## config.mk

```make
export PLATFORM = sky130hd
export DESIGN_NAME = pause_dim_ctrl
export DESIGN_NICKNAME = d
export VERILOG_FILES = /design/src/rtl/pause_pkg.sv /design/src/rtl/pause_dim_ctrl_rgb_dimmer.sv /design/src/rtl/pause_dim_ctrl.sv
export SDC_FILE = /design/constraint.sdc
export NUM_CORES = 1
export LEC_CHECK = 0
export ABC_CLOCK_PERIOD_IN_PS = 2200
export BUFFER_PORTS_ARGS = -buffer_cell sky130_fd_sc_hd__buf_2
export CAP_MARGIN = 20
export CORE_AREA = 2 2 65 67
export CTS_CLUSTER_SIZE = 14
export DETAILED_ROUTE_END_ITERATION = 7
export DIE_AREA = 0 0 67 69
export PLACE_DENSITY = 0.78
export SLEW_MARGIN = 20
export SYNTH_ARGS = -nofsm -noshare
export SYNTH_HDL_FRONTEND = slang
export SYNTH_SLANG_ARGS = --single-unit
```

## constraint.sdc

```tcl
create_clock -name clk -period 2.2 [get_ports clk]
set_input_delay 0.44 -clock clk [delete_from_list [all_inputs] [get_ports clk]]
set_output_delay 0.44 -clock clk [all_outputs]
set_load 0.02 [all_outputs]
```

## src/rtl/pause_pkg.sv

```systemverilog
// Shared types and constants for the pause / screen-dim stage.
package pause_pkg;

    localparam int unsigned CW_DEFAULT     = 2;
    localparam logic [31:0] DIM_CYCLES_11M = 32'h068E_7780;

    typedef struct packed {
        logic [CW_DEFAULT-1:0] r;
        logic [CW_DEFAULT-1:0] g;
        logic [CW_DEFAULT-1:0] b;
    } rgb_t;

endpackage

```

## src/rtl/pause_dim_ctrl_rgb_dimmer.sv

```systemverilog
// Combinational pixel shader: per-channel intensity shift and blank zeroing.
module rgb_dimmer
    import pause_pkg::*;
#(
    parameter int unsigned CW    = CW_DEFAULT,
    parameter int unsigned SHIFT = 1
) (
    input  logic [3*CW-1:0] pix,
    input  logic            dim,
    input  logic            blank,
    output logic [3*CW-1:0] pix_c
);

    typedef struct packed {
        logic [CW-1:0] r;
        logic [CW-1:0] g;
        logic [CW-1:0] b;
    } pix_t;

    pix_t p_in;
    pix_t p_out;

    function automatic logic [CW-1:0] shade(input logic [CW-1:0] c, input logic d);
        return d ? CW'(c >> SHIFT) : c;
    endfunction

    assign p_in = pix;

    always_comb begin
        p_out = '0;
        if (!blank) begin
            p_out.r = shade(p_in.r, dim);
            p_out.g = shade(p_in.g, dim);
            p_out.b = shade(p_in.b, dim);
        end
    end

    assign pix_c = p_out;

endmodule

```

## src/rtl/pause_dim_ctrl.sv

```systemverilog
// Merges pause requests for the core and dims the picture at frame boundaries after a long idle pause.
module pause_dim_ctrl
    import pause_pkg::*;
#(
    parameter int unsigned CW         = CW_DEFAULT,
    parameter logic [31:0] DIM_CYCLES = DIM_CYCLES_11M,
    parameter int unsigned DIM_SHIFT  = 1
) (
    input  logic            clk,
    input  logic            reset,
    input  logic            btn_pause,
    input  logic            hs_pause,
    input  logic            osd_status,
    input  logic            cfg_osd_pause,
    input  logic            ce_pix,
    input  logic [3*CW-1:0] rgb_in,
    input  logic            hblank_in,
    input  logic            vblank_in,
    input  logic            hs_in,
    input  logic            vs_in,
    output logic [3*CW-1:0] rgb_out,
    output logic            hblank_out,
    output logic            vblank_out,
    output logic            hs_out,
    output logic            vs_out,
    output logic            pause,
    output logic            dimmed
);

    localparam int unsigned PW = 3 * CW;

    logic          btn_prev;
    logic          user_pause;
    logic          dim_act;
    logic [31:0]   timer;

    logic          btn_rise_c;
    logic          osd_req_c;
    logic          idle_pause_c;
    logic          dim_req_c;
    logic          vblank_rise_c;
    logic          blank_c;
    logic [PW-1:0] pix_c;

    assign btn_rise_c    = btn_pause & ~btn_prev;
    assign osd_req_c     = cfg_osd_pause & osd_status;
    assign idle_pause_c  = user_pause | osd_req_c;
    assign dim_req_c     = idle_pause_c & (timer == DIM_CYCLES);
    // vblank_out holds the previous ce_pix sample of vblank_in
    assign vblank_rise_c = ce_pix & vblank_in & ~vblank_out;
    assign blank_c       = hblank_in | vblank_in;

    // Button toggle and merged pause request
    always_ff @(posedge clk) begin
        if (reset) begin
            btn_prev   <= 1'b1;
            user_pause <= 1'b0;
            pause      <= 1'b0;
        end else begin
            btn_prev   <= btn_pause;
            user_pause <= user_pause ^ btn_rise_c;
            pause      <= user_pause | hs_pause | osd_req_c;
        end
    end

    // Idle timer, saturating at the dim threshold
    always_ff @(posedge clk) begin
        if (reset) begin
            timer <= 32'd0;
        end else if (!idle_pause_c) begin
            timer <= 32'd0;
        end else if (timer != DIM_CYCLES) begin
            timer <= timer + 32'd1;
        end
    end

    // Dim state only changes at the start of vertical blank
    always_ff @(posedge clk) begin
        if (reset) begin
            dim_act <= 1'b0;
        end else if (vblank_rise_c) begin
            dim_act <= dim_req_c;
        end
    end

    assign dimmed = dim_act;

    rgb_dimmer #(
        .CW    (CW),
        .SHIFT (DIM_SHIFT)
    ) u_dimmer (
        .pix   (rgb_in),
        .dim   (dim_act),
        .blank (blank_c),
        .pix_c (pix_c)
    );

    // One ce_pix stage for pixel and timing so they stay aligned
    always_ff @(posedge clk) begin
        if (reset) begin
            rgb_out    <= '0;
            hblank_out <= 1'b0;
            vblank_out <= 1'b0;
            hs_out     <= 1'b0;
            vs_out     <= 1'b0;
        end else if (ce_pix) begin
            rgb_out    <= pix_c;
            hblank_out <= hblank_in;
            vblank_out <= vblank_in;
            hs_out     <= hs_in;
            vs_out     <= vs_in;
        end
    end

endmodule
```

; ---- Word level (Yosys, flattened, before mapping)
; Cells that the tools add are included.
[word_totals]
ff_bits = 46
latchBits = 0
mem_bits_rw = 0
rom_bits = 0
in_bits = 17
output_inout_bits = 12
word_cells = 31
mem_count = 0
[op_classes]
add_sub_neg = 1
multipliers = 0
div = 0
magnitude_cmp = 0
n_eq_ne = 2
shift = 0
n_mux = 4
n_bitwise = 13
n_reduce_logical = 1
[ops]
columns = op, count
row1 = "32-bit by 1-bit adder with 32-bit output, second input constant", 1
row2 = "32-bit by 27-bit == test with 1-bit output, second input constant", 1
row3 = "32-bit by 27-bit inequality test with 1-bit output, second input constant", 1
row4 = 2-bit two-way mux, 3
row5 = 6-bit two-way mux, 1
row6 = 1-bit AND, 5
row7 = 1-bit bitwise OR, 4
row8 = 1-bit inverter, 3
row9 = 2-bit OR reduction, 1
row10 = 1-bit XOR, 1

; ---- Logic depth before layout (Yosys ltp)
[depth]
ltp_word = 4
depth_mapped = 7
mapped_depth_nobuf = 7

; ---- Cells and area by module
; A second synthesis with hierarchy kept.
[hier_totals]
hier_cells = 263
area_unflattened_um2 = 2239.6
[modules_own_cells]
columns = mod, n_inst, cells_each, area_per_inst_um2, seq_area_each_um2
row1 = pause_dim_ctrl, 1, 253, 2175.8, 920.9
row2 = rgb_dimmer, 1, 10, 63.8, 0.0

; ---- Worst setup path before layout
; Ideal clock, no wire load.
[synth_timing]
path_type = flip-flop to flip-flop
start = reg timer[0]
end = reg timer[2]
setup_ns = 0.071
arrival_ns = 1.539
t_required_ns = 2.129
slack_ns = 0.590
path_stages_with_launch = 8
path_buffers = 0
synth_period_minus_slack_ns = 1.610
path_cell_list = dfxtp_1 -> inv_1 -> ha_1 -> nor4bb_2 -> nand4_2 -> nor3_4 -> or3b_2 -> a21oi_1
[synth_via]
elab_chain_cells = 1
elab_cells_between_ends = 2
cone_classes = 1 x add/sub / 1 x eq/ne
[synth_rtl]
columns = item, line
row1 = start: declaration, pause_dim_ctrl.sv:35  ; logic [31:0] timer;
row2 = start signal: assignment, pause_dim_ctrl.sv:73  ; timer <= timer + 32'd1;
row3 = 32-bit by 1-bit adder with 32-bit output / 32-bit by 27-bit inequality test with 1-bit output (equally long branches), "pause_dim_ctrl.sv:73, pause_dim_ctrl.sv:72"
; Several ways; a longest one is shown, not always the timed one.
; A chain may end at the register's enable or synchronous reset.

; ---- Final worst setup path
; Same ends and word-level chain as after synthesis.

==> results by group <==
Worst hold path
  – Type of the tightest min-delay check: input port to register

Power and ir drop
  – Total power: 1.550 mW
  – Leakage power summed over all cells: 0.8781 nW
  – Power per standard cell area: 631.5 nW/µm²
  – Largest voltage drop on the vdd net: 0.3353 mV

Floorplanning
  – Number of placement rows: 23
  – Die extent in x: 67 µm
  – Height of the die: 69 µm
  – Die area: 4623 µm²
  – Starting density of the core: 55.79%
  – I/O Pins: 29
  – Core box area: 3914 µm²

GRT
  – Largest net degree at the start of global routing: 34
  – Wire length of the first global-routing pass: 7590 µm
  – Total overflow reported by the global router: 0
  – Total track usage: 20.75%
  – Vias in the first global route: 1699
  – Number of antenna violations at the first check in global routing: 0

Clock tree
  – Sinks on the clock net: 46
  – Htree depth: 2
  – Clock Tree Buf Depth: 2
  – Post-CTS clock slew at the launch and capture registers of the worst setup and hold paths: 0.08 ns
  – Number of resized instances in the post-cts repair step: 0
  – Number of buffers added for setup after CTS: 0
  – CTS tree: yes
  – Hold-fix buffer count after cts: 0
  – Root Buffer: sky130_fd_sc_hd__clkbuf_8
  – Clock Latency Late Sink: 0.30 ns
  – Number of buffers inserted during clock tree synthesis: 5

Critical path
  – Worst setup EP type: register
  – Category of the critical setup timing path: register to register
  – CP startpoint kind: register
  – CP Data Required Time: 2.42 ns
  – Arrival time reported for the critical path endpoint: 2.00 ns
  – Crit Path Max Fanout: 5

Yosys
  – Number of warnings reported in the yosys synthesis log: 0
  – Post-synthesis sequential element count: 46
  – Post-synthesis area per instance: 8.948 µm²
  – Synthesized cell area: 2183 µm²
  – Net count after synthesis: 263
  – Share of synthesized area occupied by flip-flops and latches: 42.18%
  – Number of library cell types mapped by synthesis: 41
  – Ranking of synthesized cells by area: sky130_fd_sc_hd__dfxtp_1 42%, sky130_fd_sc_hd__nor2_1 6.7%, sky130_fd_sc_hd__xnor2_1 6.4%
  – Most used DFF post-synth: sky130_fd_sc_hd__dfxtp_1
  – Number of flops mapped to enable cells by yosys: 0
  – Cell count after synthesis: 244
  – Share of the synthesized area in the top cell type: 42.18%
  – Proportion of synthesized flip-flops having asynchronous set or reset: 0%
  – Dominant cell type by area after synthesis: sky130_fd_sc_hd__dfxtp_1

STA
  – Setup violation total in the final timing report: 0
  – Unrepaired setup endpoints after global routing: false
  – Remaining max-slew budget at the tightest pin: 58.72%
  – Final total negative setup slack: 0 ns
  – Final cycle utilization of the critical path: 80.71%
  – Slew at the pin with the worst max-slew slack: 0.6192 ns
  – Pins over their slew limit: 0
  – Number of failing hold endpoints at the final stage: 0
  – Clock period minus final worst setup slack: 1.776 ns
  – Skew final: 0.004302 ns
  – Fmax achieved: 563.2 MHz

Detailed routing
  – Total routed wirelength: 4266 µm
  – Count of unresolved DRC violations after routing: 0
  – Vias after detailed routing: 1750
  – Drt first-iter violations: 102
  – Count of nets left with antenna violations after detail routing: 0
  – Detail-routed net length per standard cell: 13.29 µm
  – First-pass detailed-route iteration total: 4
  – Via-per-instance ratio: 5.452

Flow run
  – Max-capacitance violation count: 0

Place
  – Half-perimeter wire length after placement: 3004 µm
  – Port-buffer cells: 28
  – Global placement routability congestion: 0.8748

Final layout
  – # fillers: 361
  – Post-synthesis to final-layout area growth: 12.38%
  – Number of nets in the finished design: 289
  – Antenna fix cells: 0
  – Layout cell share with drive strength beyond 1: 19.93%

Outcome
  – Outcome: complete, no violations
-- stage by stage --
stage	instances	instance area, µm²	hold WS (ns)	util [%]	worst slack [ns]
4_1_cts	321	2454	0.3438	62.69	0.4132
3_5_place_dp	313	2345	0.4618	59.91	0.4257
3_3_place_gp	313	2345	0.4591	59.91	0.4688
5_1_grt	321	2454	0.3588	62.69	0.2606
2_1_floorplan	244	2183	0.4800	-	0.5901
6_report	321	2454	0.3464	62.69	0.4245
-- layer usage --
metal	global-route usage, %	wire [µm]	share of wire [%]	vias up
met2	32.78	2030	48	28
met3	5.057	160	3.8	7
met5	0	0	0	-
met1	27.90	2021	47	814
met4	5.896	53	1.2	0
li1	-	-	-	901
-- final timing paths --
kind                            slack (ns)         end       start  cells past startpoint
worst max-delay path                  0.42    timer[2]    timer[0]                      7
worst min-delay path                  0.35    btn_prev   btn_pause                      2
worst max register to register        0.42    timer[2]    timer[0]                      7
worst min register to register        0.47  rgb_out[4]  rgb_out[4]                      2
-- area by class of cell --
class	count	area, µm²	area share, %
clock buffers	5	68.82	2.805
well taps	50	62.56	2.550
multi-input cells	183	1195	48.70
repair buffers	29	147.6	6.017
clock inverters	3	40.04	1.632
flip-flops and latches	46	920.9	37.53
inverters	5	18.77	0.7649
-- power breakdown --
group | internal [mW] | switching (mW) | total [mW]
Sequential | 0.844 | 0.00684 | 0.851
Combinational | 0.0345 | 0.0503 | 0.0848
Clock | 0.334 | 0.280 | 0.614
Total | 1.21 | 0.337 | 1.55
-- worst max-delay path, cell delays in order (launching register included) --
cell and delay [ns]:
sky130_fd_sc_hd__dfxtp_1 0.40, sky130_fd_sc_hd__inv_1 0.10, sky130_fd_sc_hd__ha_1 0.19, sky130_fd_sc_hd__nor4bb_2 0.17, sky130_fd_sc_hd__nand4_2 0.16, sky130_fd_sc_hd__nor3_4 0.08, sky130_fd_sc_hd__or3b_2 0.45, sky130_fd_sc_hd__a21oi_1 0.16
-- state kept, by name (all words and copies together) (netlist names) --
register / flops
btn_prev: 1
dimmed: 1
hblank_out: 1
hs_out: 1
pause: 1
rgb_out: 6
timer: 32
user_pause: 1
vblank_out: 1
vs_out: 1
-- cells in the mapped netlist (all sizes together) (2+ instances only) --
cell type and instances:
nor4bb 2, and4 4, nand4 13, dfxtp 46
clkbuf 7, nand3b 2, mux2 3, nor4b 2
a21oi 13, xor2 11, or3 3, and3 5
nand2b 3, or2 2, nor2 39, nor4 5
nor2b 4, ha 2, nand3 19, buf 3
nand2 8, inv 5, and2 3, mux2i 5
o21ai 3, nor3 11, xnor2 16
-- logic make-up (layout without fill, tap and decap cells) --
| family | after synthesis | count (layout) | synth area share, % |
|---|---|---|---|
| multiplexers | 8 | 8 | 3.840 |
| XOR/XNOR | 27 | 27 | 10.83 |
| AO/OA/AOI/OAI | 18 | 18 | 4.584 |
| flip-flops | 46 | 46 | 42.18 |
| buffers and inverters | 15 | 42 | 3.094 |
| adder cells (fa/ha/maj) | 2 | 2 | 1.146 |
| AND/OR/NAND/NOR | 128 | 128 | 34.33 |
-- cells in the final DEF, fill, tap and decap left out, drive strengths merged, types with 2 or more instances in the layout --
master	n
or2	2
and2	3
xor2	11
or3	3
nor4b	2
nand2	8
clkinv	2
nor3	11
clkbuf	5
nor2b	4
inv	5
a21oi	13
xnor2	16
o21ai	3
nand4	13
and3	5
ha	2
nand2b	3
mux2	3
nor4bb	2
and4	4
buf	29
dfxtp	46
nor4	5
nor2	39
nand3b	2
nand3	19
mux2i	5
Note: power is estimated with default switching activity, not from simulation.
